<file path="config.mk">
export PLATFORM = sky130hd
export DESIGN_NAME = spi_slave
export DESIGN_NICKNAME = d
export VERILOG_FILES = /design/src/rtl/spi_slave.sv
export SDC_FILE = /design/constraint.sdc
export NUM_CORES = 1
export LEC_CHECK = 0
export BUFFER_PORTS_ARGS = -buffer_cell sky130_fd_sc_hd__buf_2
export CAP_MARGIN = 15
export CORE_ASPECT_RATIO = 0.8
export CORE_MARGIN = 2
export CORE_UTILIZATION = 60
export DETAILED_ROUTE_END_ITERATION = 8
export PLACE_DENSITY = 0.81
export SETUP_SLACK_MARGIN = 0.5
export SYNTH_ARGS = -nofsm -noshare
export SYNTH_HDL_FRONTEND = slang
export SYNTH_SLANG_ARGS = --single-unit
</file>
<file path="constraint.sdc">
create_clock -name clk -period 4.5 [get_ports clk]
set_clock_uncertainty 0.1 [all_clocks]
set_input_delay 0.45 -clock clk [delete_from_list [all_inputs] [get_ports clk]]
set_output_delay 0.45 -clock clk [all_outputs]
set_load 0.05 [all_outputs]
</file>
<file path="src/rtl/spi_slave.sv">
// SPI mode-0 responder on the j1 system clock, with a UART-style rd/wr/valid/busy CPU handshake.
// Define SPI_SLAVE_OVERRUN_EN to build the sticky overrun flag (cleared by rd); otherwise it is tied 0.
`timescale 1ns/1ps
module spi_slave #(
   parameter int          SYNC_STAGES = 2,
   parameter logic [7:0]  IDLE_BYTE   = 8'hFF
) (
   input  logic        clk,
   input  logic        resetq,
   input  logic        sck,
   input  logic        cs_n,
   input  logic        mosi,
   output logic        miso,
   output logic        miso_oe,
   input  logic        rd,
   input  logic        wr,
   input  logic [7:0]  tx_data,
   output logic [7:0]  rx_data,
   output logic        valid,
   output logic        busy,
   output logic        overrun,
   output logic        active
);

   typedef enum logic {IDLE, SELECTED} state_t;

   state_t                 state, state_next;
   logic [SYNC_STAGES-1:0] sck_sync, cs_sync, mosi_sync;
   logic                   sck_d, cs_d;
   logic                   sck_s, cs_s, mosi_s;
   logic                   sck_rise, sck_fall, cs_fall, cs_rise;
   logic                   selected, complete, load_tx;
   logic [2:0]             bit_cnt;
   logic                   byte_done;
   logic [6:0]             rx_shift;
   logic [7:0]             tx_shift, hold, reload_byte;

   // Synchronisers reset to the idle bus (sck low, cs_n high) so release makes no false edge.
   always_ff @(posedge clk or negedge resetq) begin
      if (!resetq) begin
         sck_sync  <= '0;
         cs_sync   <= '1;
         mosi_sync <= '0;
         sck_d     <= 1'b0;
         cs_d      <= 1'b1;
      end else begin
         // NOTE: non-blocking assignments let every stage sample the previous stage's old value.
         sck_sync  <= {sck_sync[SYNC_STAGES-2:0], sck};
         cs_sync   <= {cs_sync[SYNC_STAGES-2:0], cs_n};
         mosi_sync <= {mosi_sync[SYNC_STAGES-2:0], mosi};
         sck_d     <= sck_s;
         cs_d      <= cs_s;
      end
   end

   assign sck_s    = sck_sync[SYNC_STAGES-1];
   assign cs_s     = cs_sync[SYNC_STAGES-1];
   assign mosi_s   = mosi_sync[SYNC_STAGES-1];
   assign sck_rise = sck_s & ~sck_d;
   assign sck_fall = ~sck_s & sck_d;
   assign cs_fall  = ~cs_s & cs_d;
   assign cs_rise  = cs_s & ~cs_d;

   always_ff @(posedge clk or negedge resetq) begin
      if (!resetq) state <= IDLE;
      else         state <= state_next;
   end

   always_comb begin
      // NOTE: defaults first so no path through this block can infer a latch.
      state_next = state;
      selected   = 1'b0;
      case (state)
         IDLE:     if (cs_fall) state_next = SELECTED;
         SELECTED: begin
            selected = ~cs_rise;
            if (cs_rise) state_next = IDLE;
         end
         default:  state_next = IDLE;
      endcase
   end

   assign active      = selected;
   assign miso_oe     = selected;
   assign miso        = selected ? tx_shift[7] : 1'b1;
   assign reload_byte = busy ? hold : IDLE_BYTE;
   assign complete    = selected & sck_rise & (bit_cnt == 3'd7);
   // byte_done keeps the first falling edge after a select from reloading a fresh byte.
   assign load_tx     = ((state == IDLE) & cs_fall) |
                        (selected & sck_fall & (bit_cnt == 3'd0) & byte_done);

   always_ff @(posedge clk or negedge resetq) begin
      if (!resetq) begin
         bit_cnt   <= 3'd0;
         byte_done <= 1'b0;
         rx_shift  <= '0;
         tx_shift  <= '0;
      end else if (load_tx) begin
         tx_shift  <= reload_byte;
         byte_done <= 1'b0;
         if (state == IDLE) bit_cnt <= 3'd0;
      end else if (state == SELECTED && cs_rise) begin
         bit_cnt   <= 3'd0;
         byte_done <= 1'b0;
      end else if (selected && sck_rise) begin
         rx_shift <= {rx_shift[5:0], mosi_s};
         bit_cnt  <= bit_cnt + 3'd1;
         if (bit_cnt == 3'd7) byte_done <= 1'b1;
      end else if (selected && sck_fall && bit_cnt != 3'd0) begin
         tx_shift <= {tx_shift[6:0], 1'b0};
      end
   end

   always_ff @(posedge clk or negedge resetq) begin
      if (!resetq) begin
         rx_data <= 8'h00;
         valid   <= 1'b0;
      end else if (complete) begin
         rx_data <= {rx_shift, mosi_s};
         valid   <= 1'b1;
      end else if (rd) begin
         valid   <= 1'b0;
      end
   end

   // A wr that lands on a reload is seen as busy=0 by the reload and held for the next boundary.
   always_ff @(posedge clk or negedge resetq) begin
      if (!resetq) begin
         busy <= 1'b0;
         hold <= 8'h00;
      end else if (wr && !busy) begin
         busy <= 1'b1;
         hold <= tx_data;
      end else if (load_tx && busy) begin
         busy <= 1'b0;
      end
   end

`ifdef SPI_SLAVE_OVERRUN_EN
   logic overrun_q;
   always_ff @(posedge clk or negedge resetq) begin
      if (!resetq)                     overrun_q <= 1'b0;
      else if (complete && valid && !rd) overrun_q <= 1'b1;
      else if (rd)                     overrun_q <= 1'b0;
   end
   assign overrun = overrun_q;
`else
   assign overrun = 1'b0;
`endif

endmodule

</file>
==> impl_results.md <==
- Worst-Margin Slew: 1010 ps
- Synth-to-layout area growth: 11.7%
- Number of synthesized flops with an enable pin: 0
- Crit share post-route: 0.473
- Slew margin rel.: 0.328
- Worst ir drop on vdd: about 500 uV
- Global-route wire length before repair: about 4.8 mm
- P_sw: just over 300 uW
- Combinational Power Share: 0.211
- Die Y: 55.1 um
- Final GP Congestion: 0.823
- Buf/Inv on CP: 1
- Seq pwr share: 0.551
- Crit path cell chain: and2b_4, or3_1, buf_2
- Critical path's top delay family: flip-flops
- Most numerous cell in the Yosys netlist: dfrtp_1
- Initial Utilization: 0.631
- Final nets: around 200
- Share of the synthesized area in the top cell type: 0.548
- Vias in the first global route: about 1,100
- RSZ-0062 raised after global routing: no
- Synth Instances: around 150
- Final setup viols: 0
- Register area share after synthesis: 0.589
- Max clock buf depth: 2
- Max-Cap Viols: 0
- Synth top cells by count: dfrtp_1 (43), nand2_1 (22), inv_1 (9), mux2_2 (9)
- Post-synthesis async set-or-reset flop share: 1.00
- Worst-Skew Late Latency: slightly below 300 ps
- Internal: ~730 uW
- Initial antenna violation count: 0
- Startpoint Class: flop
- CTS resizes: 0
- Routed len/inst: ~14 um
- H-Tree Depth: 2
- Crit-path slowest cell: dfstp_2
- Highest clock rate: 470 MHz
- Buffers added on ports: 27
- Setup crit end kind: primary output
- Via count: around 1,200
- Run status: complete, no violations
- Yosys warns: 0
- Worst EP arrival: between 1500 and 2000 ps
- Share of post-route cells with drive strength above 1: 0.352
- Setup repair bufs after CTS: 0
- Final Max Slew Viols: 0
- Via/cell ratio: ~5.3
- WL final: 3.03 mm
- Clock Sinks: 46
- Drt initial violations: 37
- Die width: around 68 um
- Avg Inst Size Synth: approximately 13 um^2
- Die Area: 3750 um^2
- Dpl cells: about 210
- Worst-path fanout max: 4
- Tmin final: roughly 2100 ps
- Crit Path Class: flop to primary output
- P per Cell Area: ~470 nW/um^2
- # diodes: 0
- Hold-fix buffers, CTS: 0
- # IOs: 29
- Synth Net Count: approximately 170
- Placeable Area: roughly 3100 um^2
- Remaining antenna violation count: 0
- TritonCTS clock tree: yes
- Area contributors post-synth: dfrtp_1 (55%), mux2_4 (6.1%), mux2_2 (5.2%)
- Largest stage delay, worst path: 540 ps
- Main flop type after synthesis: dfrtp_1
- Pre-Repair DR Iteration Count: 4
- Total track usage: 0.185
- Clk pin slew, worst setup/hold paths: 70 ps
- Net Sw Frac: 0.294
- Total negative setup slack: 0 ps
- Final hold vios: 0
- Distinct cells, synth: 34
- Largest area contributor in the synthesized netlist: dfrtp_1
- Synthesis-stage register bit count: 46
- Cell Area, Synth: approximately 2000 um^2
- Num rows: 18
- Pin count of the biggest net entering global routing: 47
- Root Buffer: clkbuf_8
- Req. time, crit path: just under 4000 ps
- Num CTS Buffers: 5
- Min-delay worst type: input pin to flop
- Overflow after GRT: 0
- Post-Layout Cell Count: 219
- Pleak: around 1.1 nW
- Clk pwr share: 0.238
- Drt drc: 0
- HPWL Detailed: 2.21 mm
-- kinds of logic (layout without fill, tap and decap cells) --
logic type | Yosys count | count (layout) | share of synthesized area
flops | 46 | 46 | 0.589
compound gates | 18 | 18 | 0.0753
fa+ha+maj | 3 | 3 | 0.0191
simple gates | 42 | 42 | 0.123
buf+inv | 17 | 45 | 0.0434
other cells | 1 | 1 | 0.00191
mux | 24 | 24 | 0.149
-- worst reg2reg max path, stage by stage (launching register included) --
cell and delay [ps]:
dfstp_2 540, and2b_4 200, nor3_4 410, nand2_4 210
mux2_4 340
-- final cells by class --
class                   instances  area [um^2]
flip-flops and latches         46         1150
inverters                      10         37.5
fillers                       236          917
clock buffers                   7         86.3
multi-input cells              88          722
clock inverters                 1         5.00
repair buffers                 27          135
well taps                      40         50.0
-- power groups by stage --
stage                     Clock, mW  Sequential (mW)  Combinational (mW)
after floorplan                   0            0.578               0.168
after global routing          0.271            0.588               0.243
after global placement            0            0.576               0.209
after detailed placement          0            0.583               0.221
final                         0.248            0.573               0.219
after CTS                     0.259            0.575               0.222
-- flip-flops by register name (all words and copies together) (netlist names) --
| signal | cells |
|---|---|
| cs_sync | 2 |
| busy | 1 |
| bit_cnt | 3 |
| cs_d | 1 |
| rx_data | 8 |
| valid | 1 |
| rx_shift | 7 |
| hold | 8 |
| state | 1 |
| mosi_sync | 2 |
| sck_sync | 2 |
| sck_d | 1 |
| tx_shift | 8 |
| byte_done | 1 |
-- layer usage --
layer  track usage  vias up  part of all wire
li1              -      563                 -
met1         0.227      548              0.44
met2         0.301       31              0.49
met3        0.0526        8             0.051
met4        0.0967        0             0.014
met5             0        -                 0
-- metrics by stage --
step	power, mW	setup slack (ps)	instance area, um^2	util	hold WS (ps)
2_1_floorplan	0.746	2580	1960	-	54.4
3_3_place_gp	0.785	2650	2100	0.676	234
3_5_place_dp	0.804	2580	2100	0.676	235
4_1_cts	1.06	2360	2190	0.705	140
5_1_grt	1.10	2320	2190	0.705	134
6_report	1.04	2370	2190	0.705	150
-- placed cells by master, fill, tap and decap left out, types with 2 or more instances in the layout --
cell type / instances
dfrtp_1: 43
buf_2: 27
nand2_1: 22
inv_1: 9
mux2_2: 9
a21oi_1: 8
mux2_4: 8
mux2i_1: 7
nor3_1: 7
clkbuf_8: 6
o21ai_0: 3
ha_1: 3
dfstp_2: 3
or3_1: 2
nor2b_1: 2
a22o_1: 2
-- final timing paths --
check	endpoint	from	slack, ps	cells after the start
max reg2reg	rx_data[5]$_DFFE_PN0P_	cs_d$_DFF_PN1_	2580	4
max	miso	cs_d$_DFF_PN1_	2370	3
min in group asynchronous	rx_data[7]$_DFFE_PN0P_	resetq	220	1
min	cs_sync[0]$_DFF_PN1_	cs_n	150	1
max in group asynchronous	tx_shift[0]$_DFFE_PN0P_	resetq	3460	1
min reg2reg	sck_sync[1]$_DFF_PN0_	sck_sync[0]$_DFF_PN0_	250	0
Note: power is estimated with default switching activity, not from simulation.
